==> src/rtl/clk_count_min_sec_if.sv <==
// Control and time-value bundle of the minute/second stage.
// master drives the controls and buttons; slave is the counter itself.
interface clk_count_min_sec_if;
    logic       run_en;
    logic       set_mode;
    logic       btn_min;
    logic       btn_hr;
    logic [7:0] sec;
    logic [7:0] min;
    logic       tick_1hz;
    logic       count_up_hr;

    modport master (
        output run_en, set_mode, btn_min, btn_hr,
        input  sec, min, tick_1hz, count_up_hr
    );

    modport slave (
        input  run_en, set_mode, btn_min, btn_hr,
        output sec, min, tick_1hz, count_up_hr
    );
endinterface

==> src/rtl/clk_count_min_sec.sv <==
// 1 Hz timebase plus seconds/minutes counters of the digital clock, with a
// set-time mode where button edges step minutes and request hour increments.
module clk_count_min_sec #(
    parameter int unsigned TICK_DIV = 50_000_000,
    parameter int unsigned PRE_W    = 26
) (
    input  logic               CLK,
    input  logic               rst,
    input  logic               rst_counters,
    clk_count_min_sec_if.slave bus
);

    localparam logic [PRE_W-1:0] PreMax = PRE_W'(TICK_DIV - 1);

    logic [PRE_W-1:0] pre_q, pre_d;
    logic [5:0]       sec_q, sec_d;
    logic [5:0]       min_q, min_d;
    logic             tick_q, tick_d;
    logic             hr_q, hr_d;
    logic             btn_min_q, btn_hr_q;

    logic edge_min, edge_hr;
    logic sec_last, min_last, pre_last;

    always_comb begin
        edge_min = bus.btn_min & ~btn_min_q;
        edge_hr  = bus.btn_hr & ~btn_hr_q;
        sec_last = (sec_q == 6'd59);
        min_last = (min_q == 6'd59);
        pre_last = (pre_q == PreMax);

        pre_d  = pre_q;
        sec_d  = sec_q;
        min_d  = min_q;
        tick_d = 1'b0;
        hr_d   = 1'b0;

        if (rst_counters) begin
            pre_d = '0;
            sec_d = '0;
            min_d = '0;
        end else if (bus.set_mode) begin
            // Set mode parks the timebase so leaving it starts a full second.
            pre_d = '0;
            sec_d = '0;
            hr_d  = edge_hr;
            if (edge_min) begin
                min_d = min_last ? 6'd0 : min_q + 6'd1;
            end
        end else if (bus.run_en) begin
            if (pre_last) begin
                pre_d  = '0;
                tick_d = 1'b1;
                if (sec_last) begin
                    sec_d = 6'd0;
                    if (min_last) begin
                        min_d = 6'd0;
                        hr_d  = 1'b1;
                    end else begin
                        min_d = min_q + 6'd1;
                    end
                end else begin
                    sec_d = sec_q + 6'd1;
                end
            end else begin
                pre_d = pre_q + 1'b1;
            end
        end
    end

    always_ff @(posedge CLK) begin
        if (rst) begin
            pre_q     <= '0;
            sec_q     <= '0;
            min_q     <= '0;
            tick_q    <= 1'b0;
            hr_q      <= 1'b0;
            btn_min_q <= 1'b0;
            btn_hr_q  <= 1'b0;
        end else begin
            pre_q     <= pre_d;
            sec_q     <= sec_d;
            min_q     <= min_d;
            tick_q    <= tick_d;
            hr_q      <= hr_d;
            // Edge registers track the buttons even through rst_counters.
            btn_min_q <= bus.btn_min;
            btn_hr_q  <= bus.btn_hr;
        end
    end

    assign bus.sec         = {2'b00, sec_q};
    assign bus.min         = {2'b00, min_q};
    assign bus.tick_1hz    = tick_q;
    assign bus.count_up_hr = hr_q;

    a_time_range: assert property (@(posedge CLK) disable iff (rst)
        (sec_q < 6'd60) && (min_q < 6'd60));

endmodule

==> src/flat_wrapper.sv <==
// flat-port wrapper written by rule: the top's interface ports become plain ports
module clk_count_min_sec_flat 
#(
    parameter int unsigned TICK_DIV = 50_000_000,
    parameter int unsigned PRE_W    = 26
)
  (CLK, rst, rst_counters, bus_run_en, bus_set_mode, bus_btn_min, bus_btn_hr, bus_sec, bus_min, bus_tick_1hz, bus_count_up_hr);
  clk_count_min_sec_if bus_i ();
  input  logic CLK;
  input  logic rst;
  input  logic rst_counters;
  input wire logic [$bits(bus_i.run_en)-1:0] bus_run_en;
  input wire logic [$bits(bus_i.set_mode)-1:0] bus_set_mode;
  input wire logic [$bits(bus_i.btn_min)-1:0] bus_btn_min;
  input wire logic [$bits(bus_i.btn_hr)-1:0] bus_btn_hr;
  output wire logic [$bits(bus_i.sec)-1:0] bus_sec;
  output wire logic [$bits(bus_i.min)-1:0] bus_min;
  output wire logic [$bits(bus_i.tick_1hz)-1:0] bus_tick_1hz;
  output wire logic [$bits(bus_i.count_up_hr)-1:0] bus_count_up_hr;
  assign bus_i.run_en = bus_run_en;
  assign bus_i.set_mode = bus_set_mode;
  assign bus_i.btn_min = bus_btn_min;
  assign bus_i.btn_hr = bus_btn_hr;
  assign bus_sec = bus_i.sec;
  assign bus_min = bus_i.min;
  assign bus_tick_1hz = bus_i.tick_1hz;
  assign bus_count_up_hr = bus_i.count_up_hr;
  clk_count_min_sec #(.TICK_DIV(TICK_DIV), .PRE_W(PRE_W)) u_core (.CLK(CLK), .rst(rst), .rst_counters(rst_counters), .bus(bus_i));
endmodule
==> config.mk <==
export PLATFORM = sky130hd
export DESIGN_NAME = clk_count_min_sec_flat
export DESIGN_NICKNAME = d
export VERILOG_FILES = /design/src/rtl/clk_count_min_sec_if.sv /design/src/rtl/clk_count_min_sec.sv /design/src/flat_wrapper.sv
export SDC_FILE = /design/constraint.sdc
export NUM_CORES = 1
export LEC_CHECK = 0
export ABC_AREA = 0
export CORE_ASPECT_RATIO = 1.75
export CORE_MARGIN = 2
export CORE_UTILIZATION = 60
export CTS_CLUSTER_SIZE = 28
export DETAILED_ROUTE_END_ITERATION = 6
export DONT_BUFFER_PORTS = 1
export GPL_ROUTABILITY_DRIVEN = 0
export HOLD_SLACK_MARGIN = 0.08
export PLACE_DENSITY = 0.75
export SETUP_SLACK_MARGIN = 0.05
export SYNTH_ARGS = -nofsm -noshare
export SYNTH_HDL_FRONTEND = slang
export SYNTH_SLANG_ARGS = --single-unit
==> constraint.sdc <==
create_clock -name CLK -period 3.15 [get_ports CLK]
set_clock_uncertainty 0.05 [all_clocks]
set_input_delay 0.4725 -clock CLK [delete_from_list [all_inputs] [get_ports CLK]]
set_output_delay 0.4725 -clock CLK [all_outputs]
set_load 0.05 [all_outputs]
==> flow_summary.ini, run 1 <==
[synth]
synth.most_common_cell = dfxtp_1
avgSynthCellArea_um2 = 8.27
synth_top_area_share_pct = 40.5
synth_area_um2 = 2080
synth_commonest_cells = dfxtp_1, nor2_1, xnor2_1
synth_edf_count = 0
netlist-cell-type-count = 41
synth_seq_cells = 42
synthTopCellsByArea = dfxtp_1, xnor2_1, nor2_1
synthArstFlopShare_pct = 0
syn_inst = 251
ys_seq_area_share_pct = 40.5
yosysWarnings = 0
synth.largest_area_cell = dfxtp_1
ys.flop_type = dfxtp_1

[placed_design]
dp_hpwl_um = 3110
preCtsSetupSlack_ns = 0.716
port_buffers = 0
dp_cells = 294

[grt]
overflow = 0
grt_pass1_wl_um = 7330
first_global_vias = 1717
grt_use_total_pct = 23.4
antenna_found_initial = 0
grt_max_degree = 27

[die]
start_util_pct = 61.8
die_h_um = 81.8
fp-row-count = 28
die_w_um = 48.5
core_area_um2 = 3360
ios = 25
die_area_um2 = 3970

[worst_setup_path]
crit_path_end_kind = flop
path_buf_inv = 0
path_class = reg2reg
critPathMaxFanout = 10
worstPathArrival_ns = 2.55
cp_top_family = simple AND/OR/NAND/NOR gates
crit_required_ns = 3.26
cp-start-kind = flop
cpMostUsedCell = or3_1
cp_slowest_cell = o21ai_0
critPathMaxStageDelay_ns = 0.53
path_cells = ha_1, nand4_2, or3_1, or3_1, o21ai_0, a21oi_1

[timing]
max-slew-margin-rel_pct = 57.4
worst_pin_slew_ns = 0.638
fin_crit_sh_pct = 77.4
tns_ns = 0
hold_violations = 0
slew_viol_final = 0
layout_min_cycle_time_ns = 2.44
rsz0062_at_grt = false
max_freq_mhz = 410
setup_ws_ns = 0.711
setup_viol = 0

[detailed_routing]
firstDrtPassIters = 4
ant_nets = 0
routedWlPerCell_um = 14.2
drt_iter0_drc = 59
viasPerCell = 5.88
routed_wl_um = 4280
drc = 0
num_vias = 1777

[clock_tree]
clk_latency_ns = 0.30
clockBufferDepth = 2
clock-root-buffer = clkbuf_8
ctsHtreeMaxLevel = 2
cts_resized = 0
cts_tree = built
cts_hold_buf = 0
cts_buffers = 5
clkTransAtPathRegs_ns = 0.08
cts_sinks = 42
post_cts_buffers = 0

[worst_hold_path]
hp-class = in2reg

[flow_run]
drv_cap = 0

[power_and_ir_drop]
ir_worst_vdd_uv = 385
total_power_uw = 991
p_per_area_nw_per_um2 = 441
p_leak_nw = 0.701

[final_layout]
layout.cells.non_filler = 302
final_util_pct = 66.7
num_antenna_cells = 0
area_delta_synth_final_pct = 8.07
drive_above_1_share_pct = 7.78
layout.nets = 266

[status]
status = finished clean
layer usage:
metal | share of wire, % | global-route usage, % | vias up | wire (um)
met2 | 56 | 47.4 | 40 | 2400
met4 | 1.4 | 8.29 | 0 | 58
met3 | 3.1 | 5.45 | 6 | 134
met5 | 0 | 0 | - | 0
li1 | - | - | 880 | -
met1 | 39 | 22.9 | 851 | 1680
layout make-up:
cell class	instances	area [um^2]
Sequential cell	42	841
Clock buffer	6	72.6
Fill cell	316	1120
Tap cell	45	56.3
Multi-Input combinational cell	190	1140
Clock inverter	2	37.5
Timing Repair Buffer	9	67.6
Inverter	8	30.0
registers in the layout, summed over array words and instances (netlist names):
signal and flops:
u_core.btn_min_q 1, u_core.min_q 6, u_core.sec_q 6, u_core.bus.count_up_hr 1
u_core.bus.tick_1hz 1, u_core.btn_hr_q 1, u_core.pre_q 26
through the flow:
step / area [um^2] / hold WS, ns
floorplan: 2090 / 0.417
global placement: 2130 / 0.438
detailed placement: 2130 / 0.451
CTS: 2240 / 0.184
global route: 2240 / 0.176
finish: 2240 / 0.187
placed cells by master, fill, tap and decap left out, types with 2 or more instances in the layout:
master,n
buf_4,9
dfxtp_1,42
mux2i_1,2
nor2_1,36
o31ai_1,2
and4_1,3
and3_1,5
or2_2,2
xor2_1,5
nor2b_1,3
or3_1,3
nand3_1,12
nand4_1,8
clkbuf_8,5
ha_1,3
o21ai_0,9
nor3b_1,3
nand2_1,18
inv_1,8
a211oi_1,2
xnor2_1,22
conb_1,4
or4_1,4
and4b_1,2
nor3_1,11
nor4_1,10
a21oi_1,10
logic make-up after synthesis:
| logic type | count (synthesis) | share of synthesized area [%] |
|---|---|---|
| other cells | 1 | 0.181 |
| fa+ha+maj | 3 | 1.81 |
| simple gates | 127 | 32.5 |
| buf+inv | 22 | 5.18 |
| xor+xnor | 27 | 11.4 |
| mux | 2 | 0.964 |
| compound gates | 27 | 7.53 |
| flops | 42 | 40.5 |
where the power goes:
part | internal, mW | switching, mW
Combinational | 0.00651 | 0.0239
Sequential | 0.533 | 0.00212
Clock | 0.237 | 0.189
Total | 0.776 | 0.215
path summary, 6_finish.rpt:
kind	end	slack, ns	depth (start not counted)	from
max	u_core.sec_q[5]	0.71	6	u_core.pre_q[0]
min	u_core.btn_hr_q	0.19	1	rst
max reg2reg	u_core.sec_q[5]	0.71	6	u_core.pre_q[0]
min reg2reg	u_core.bus.count_up_hr	0.46	2	u_core.btn_hr_q
Note: power is estimated with default switching activity, not from simulation.
==> inputs of run 2 (changes only) <==
ABC_AREA = 1   (was 0)
CORE_UTILIZATION = 57   (was 60)
PLACE_DENSITY = 0.74   (was 0.75)
clock period = 2.05 ns   (was 3.15 ns; I/O delays follow)
==> run 2 against run 1 <==
- non-clock buffer count increased by 4
- largest power group unchanged
- critical path type unchanged
- wire length increased by 25%
- final area increased by 20%
==> flow_summary.ini, run 2 <==
[status]
status = finished clean

[grt]
overflow = 0
grt_use_total_pct = 25.5
grt_max_degree = 17
grt_pass1_wl_um = 9430
antenna_found_initial = 0
first_global_vias = 2254

[power_and_ir_drop]
power_frac_clock_pct = 42.2
p_leak_nw = 1.17
sw_frac_of_total_pct = 23.1
comb_power_share_pct = 5.2
p_int_mw = 1.21
seqPwrFrac_pct = 52.7
netSwitchingPower_uw = 363
total_power_mw = 1.57
ir_worst_vdd_uv = 523
p_per_area_nw_per_um2 = 581

[synth]
netlist-cell-type-count = 30
yosysWarnings = 0
synth.largest_area_cell = dfxtp_1
synth_commonest_cells = nand2_1, nor2_1, inv_1
ys_seq_area_share_pct = 34.1
synth.most_common_cell = nand2_1
avgSynthCellArea_um2 = 6.46
synth_top_area_share_pct = 34.1
ys.flop_type = dfxtp_1
syn_inst = 382
synth_area_um2 = 2470
synthTopCellsByArea = dfxtp_1, nand2_1, nor2_1
synthArstFlopShare_pct = 0
synth_seq_cells = 42
synth_edf_count = 0

[die]
die_area_um2 = 4890
core_area_um2 = 4150
ios = 25
die_w_um = 53.7
die_h_um = 91.0
start_util_pct = 59.4
fp-row-count = 31

[clock_tree]
clock-root-buffer = clkbuf_8
cts_buffers = 5
clkTransAtPathRegs_ns = 0.08
cts_resized = 0
ctsHtreeMaxLevel = 2
clk_latency_ns = 0.30
clockBufferDepth = 2
post_cts_buffers = 0
cts_tree = built
cts_sinks = 42

[flow_run]
drv_cap = 0

[worst_setup_path]
crit_path_end_kind = flop
startpoint = u_core.pre_q[1]
r2r-start = u_core.pre_q[1]
path_cells = ha_1, nand2_1, nor2_2, nand2_1, nor2_4, nand2_4, nand2_8, inv_2, o21ai_1, nor2_1
cp-start-kind = flop
worstPathArrival_ns = 1.84
path_class = reg2reg
cpMostUsedCell = nand2_1
cp_slowest_cell = dfxtp_1
crit_required_ns = 2.20
critPathMaxStageDelay_ns = 0.37
critPathMaxFanout = 11

[timing]
fin_crit_sh_pct = 82.3
tns_ns = 0
setup_ws_ns = 0.363
setup_viol = 0
max_freq_mhz = 593
hold_violations = 0
slew_viol_final = 0
fin_hold_ws_ns = 0.0791
rsz0062_at_grt = false
layout_min_cycle_time_ns = 1.69

[final_layout]
final_cell_mix = nand2_1, nor2_1, inv_1
drive_above_1_share_pct = 12.0
layout.cells.non_filler = 448
num_antenna_cells = 0
largestRegisters = u_core.pre_q: 26 flops, u_core.min_q: 6 flops, u_core.sec_q: 6 flops
area_delta_synth_final_pct = 9.39
layout_commonest_cell = nand2_1
final_cell_area_um2 = 2700
layout.nets = 408
largest-register = u_core.pre_q
final_util_pct = 65.0
largest_reg_flops = 26

[detailed_routing]
viasPerCell = 5.19
ant_nets = 0
routed_wl_um = 5350
routedWlPerCell_um = 12.0
num_vias = 2326
drc = 0
firstDrtPassIters = 4
drt_iter0_drc = 50

[placed_design]
port_buffers = 0
preCtsSetupSlack_ns = 0.359
dp_hpwl_um = 4110
dpl_cell_area_um2 = 2580
dp_cells = 439

[worst_hold_path]
hp-class = in2reg
worstHoldStart = bus_btn_hr
-- run 2: worst paths after layout --
path | to | slack (ns) | depth (start not counted)
hold / removal | u_core.btn_hr_q | 0.08 | 2
setup reg to reg | u_core.pre_q[23] | 0.36 | 10
hold reg to reg | u_core.pre_q[0] | 0.44 | 2
setup / recovery | u_core.pre_q[23] | 0.36 | 10
-- run 2: worst max-delay path, delay by kind of cell (launching register included) --
kind / cells / cell delay (ns)
buf+inv: 1 / 0.11
simple gates: 7 / 0.76
fa+ha+maj: 1 / 0.20
flops: 1 / 0.37
compound gates: 1 / 0.10
-- run 2: cell type report --
class / count / area, um^2
Multi-Input combinational cell: 280 / 1380
Sequential cell: 42 / 841
Clock buffer: 6 / 72.6
Inverter: 56 / 210
Tap cell: 49 / 61.3
Timing Repair Buffer: 13 / 100
Fill cell: 411 / 1450
Clock inverter: 2 / 37.5
-- run 2: power groups by stage --
stage	sequential, mW	combinational [mW]	clock, mW
after floorplan	0.856	0.0662	0
after global placement	0.845	0.0792	0
after detailed placement	0.845	0.0794	0
after CTS	0.826	0.0818	0.666
after global routing	0.827	0.0896	0.707
final	0.826	0.0811	0.661
-- run 2: cells by family after synthesis --
logic type | synth area share (%)
compound gates | 4.11
simple gates | 46.3
other cells | 0.152
xor+xnor | 3.20
flops | 34.1
buf+inv | 10.6
fa+ha+maj | 1.52
-- run 2: timing repair --
| item | CTS | global route |
|---|---|---|
| endpoints found under the setup margin | 0 | 0 |
| endpoints found under the hold margin | 2 | 0 |
| hold buffers | 1 | 0 |
-- run 2: per-layer routing --
layer	up-vias	part of all wire [%]	track usage, %
met5	-	0	0
li1	1207	-	-
met1	1054	38	27.2
met4	0	3.1	12.6
met3	15	3.5	4.61
met2	50	55	45.0
==> inputs of run 3 (changes only) <==
ABC_AREA = 0   (was 1)
CORE_UTILIZATION = 60   (was 57)
PLACE_DENSITY = 0.75   (was 0.74)
clock period = 1.6 ns   (was 2.05 ns; I/O delays follow)
==> run 3 against run 2 <==
- the run now ends with negative setup slack left
- via count grew 8.3%
- global-route usage grew 13 points
- clock power grew 31%
- worst setup slack lost 0.92 ns
==> flow_summary.ini, run 3 (synthesized netlist as in run 1, its figures left out) <==
[die]
fp-row-count = 28
start_util_pct = 61.8
ios = 25
die_area_um2 = 3970
die_h_um = 81.8
die_w_um = 48.5
core_area_um2 = 3360

[clock_tree]
clkTransAtPathRegs_ns = 0.09
clock-root-buffer = clkbuf_8
clk_latency_ns = 0.32
cts_sinks = 42
cts_tree = built
clockBufferDepth = 2
ctsHtreeMaxLevel = 2
cts_buffers = 5

[timing]
fin_hold_ws_ns = 0.0695
max-slew-margin-rel_pct = 54.3
setup_ws_ns = -0.556
slew_viol_final = 0
fin_crit_sh_pct = 135
max_freq_mhz = 464
hold_violations = 0
layout_min_cycle_time_ns = 2.16
worst_pin_slew_ns = 0.683
setup_viol = 40
rsz0062_at_grt = true

[detailed_routing]
routed_wl_um = 9350
routedWlPerCell_um = 24.7
drc = 0
drt_iter0_drc = 165
ant_nets = 0
firstDrtPassIters = 5
num_vias = 2519
viasPerCell = 6.66

[worst_setup_path]
cp-start-kind = flop
cpMostUsedCell = or3_4
worstPathArrival_ns = 2.35
crit_end = u_core.bus.count_up_hr
cp_slowest_cell = or4b_1
path_buf_inv = 0
path_cells = ha_4, nand4_4, or3_4, or3_4, or4b_1, a21oi_1
startpoint = u_core.pre_q[1]
crit_path_end_kind = flop
crit_required_ns = 1.80
path_class = reg2reg
cp_top_family = simple AND/OR/NAND/NOR gates
critPathMaxStageDelay_ns = 0.55
regToRegSetupSlack_ns = -0.56
r2r-start = u_core.pre_q[1]
r2r_end = u_core.bus.count_up_hr
rr_worst_depth = 6
cp.depth = 6
critPathMaxFanout = 4

[final_layout]
layout.nets = 342
area_delta_synth_final_pct = 52.5
drive_above_1_share_pct = 40.2
largest_reg_flops = 26
seqCellArea_um2 = 855
n_fill_cell = 94
largest-register = u_core.pre_q
final_cell_mix = buf_4, nor2_1, dfxtp_1
num_antenna_cells = 0
layout_commonest_cell = buf_4
layout.cells.non_filler = 378
multi_input_area_um2 = 1380
largestRegisters = u_core.pre_q: 26 flops, u_core.min_q: 6 flops, u_core.sec_q: 6 flops

[status]
status = finished, violations left
violations = negative setup slack

[grt]
grt_max_degree = 14
first_global_vias = 2336
antenna_found_initial = 0
grt_pass1_wl_um = 11400
overflow = 0
grt_use_total_pct = 38.5

[placed_design]
dp_cells = 354
preCtsSetupSlack_ns = -0.585
port_buffers = 0
dp_hpwl_um = 3860

[power_and_ir_drop]
p_per_area_nw_per_um2 = 642
p_leak_nw = 1.19
ir_worst_vdd_uv = 774

[worst_hold_path]
hp-class = in2reg
worstHoldStart = rst_counters

[flow_run]
drv_cap = 0
-- run 3: worst min path at each step --
stage                       end  slack, ns  cells after the start
2_1_floorplan   u_core.btn_hr_q       0.26                      1
3_3_place_gp   u_core.btn_min_q       0.26                      1
3_5_place_dp    u_core.btn_hr_q       0.27                      1
4_1_cts         u_core.min_q[4]       0.08                      2
5_1_grt         u_core.min_q[4]       0.07                      2
6_report        u_core.min_q[4]       0.07                      2
-- run 3: cell type report --
cell class	instances	area share, %
Clock buffer	5	2.17
Timing Repair Buffer	85	23.5
Tap cell	45	1.78
Sequential cell	42	27.0
Clock inverter	3	1.26
Multi-Input combinational cell	190	43.4
Inverter	8	0.948
-- run 3: per-layer routing --
layer	share of wire, %	wire (um)	vias up	GRT usage, %
met5	0	0	-	0
met4	9.2	862	0	23.1
met3	9.3	874	87	8.18
met2	49	4550	233	73.6
met1	33	3060	1164	37.9
li1	-	-	1035	-
-- run 3: repair_timing --
| item | CTS | global route |
|---|---|---|
| gates resized for setup | 29 | 29 |
| endpoints found under the hold margin | 7 | 0 |
| pin swaps | 16 | 13 |
| endpoints found under the setup margin | 40 | 40 |
| hold buffers | 5 | 0 |
| buffers inserted | 6 | 2 |
| cloned | 2 | 1 |
-- run 3: per-stage QoR --
step                      utilization [%]  setup TNS, ns  instance area (um^2)  power (mW)
after global routing                 94.2         -20.65                  3170        2.05
after floorplan                         -         -16.04                  2130        1.14
after CTS                            89.4         -16.55                  3010        1.99
after global placement               78.3         -13.46                  2640        1.14
after detailed placement             78.3         -13.92                  2640        1.14
final                                94.2         -19.00                  3170        2.03
-- run 3: where the power goes --
part / leakage [nW] / switching, mW / internal [mW]
sequential: 0.343 / 0.00531 / 1.05
combinational: 0.785 / 0.0735 / 0.0453
clock: 0.0579 / 0.404 / 0.460
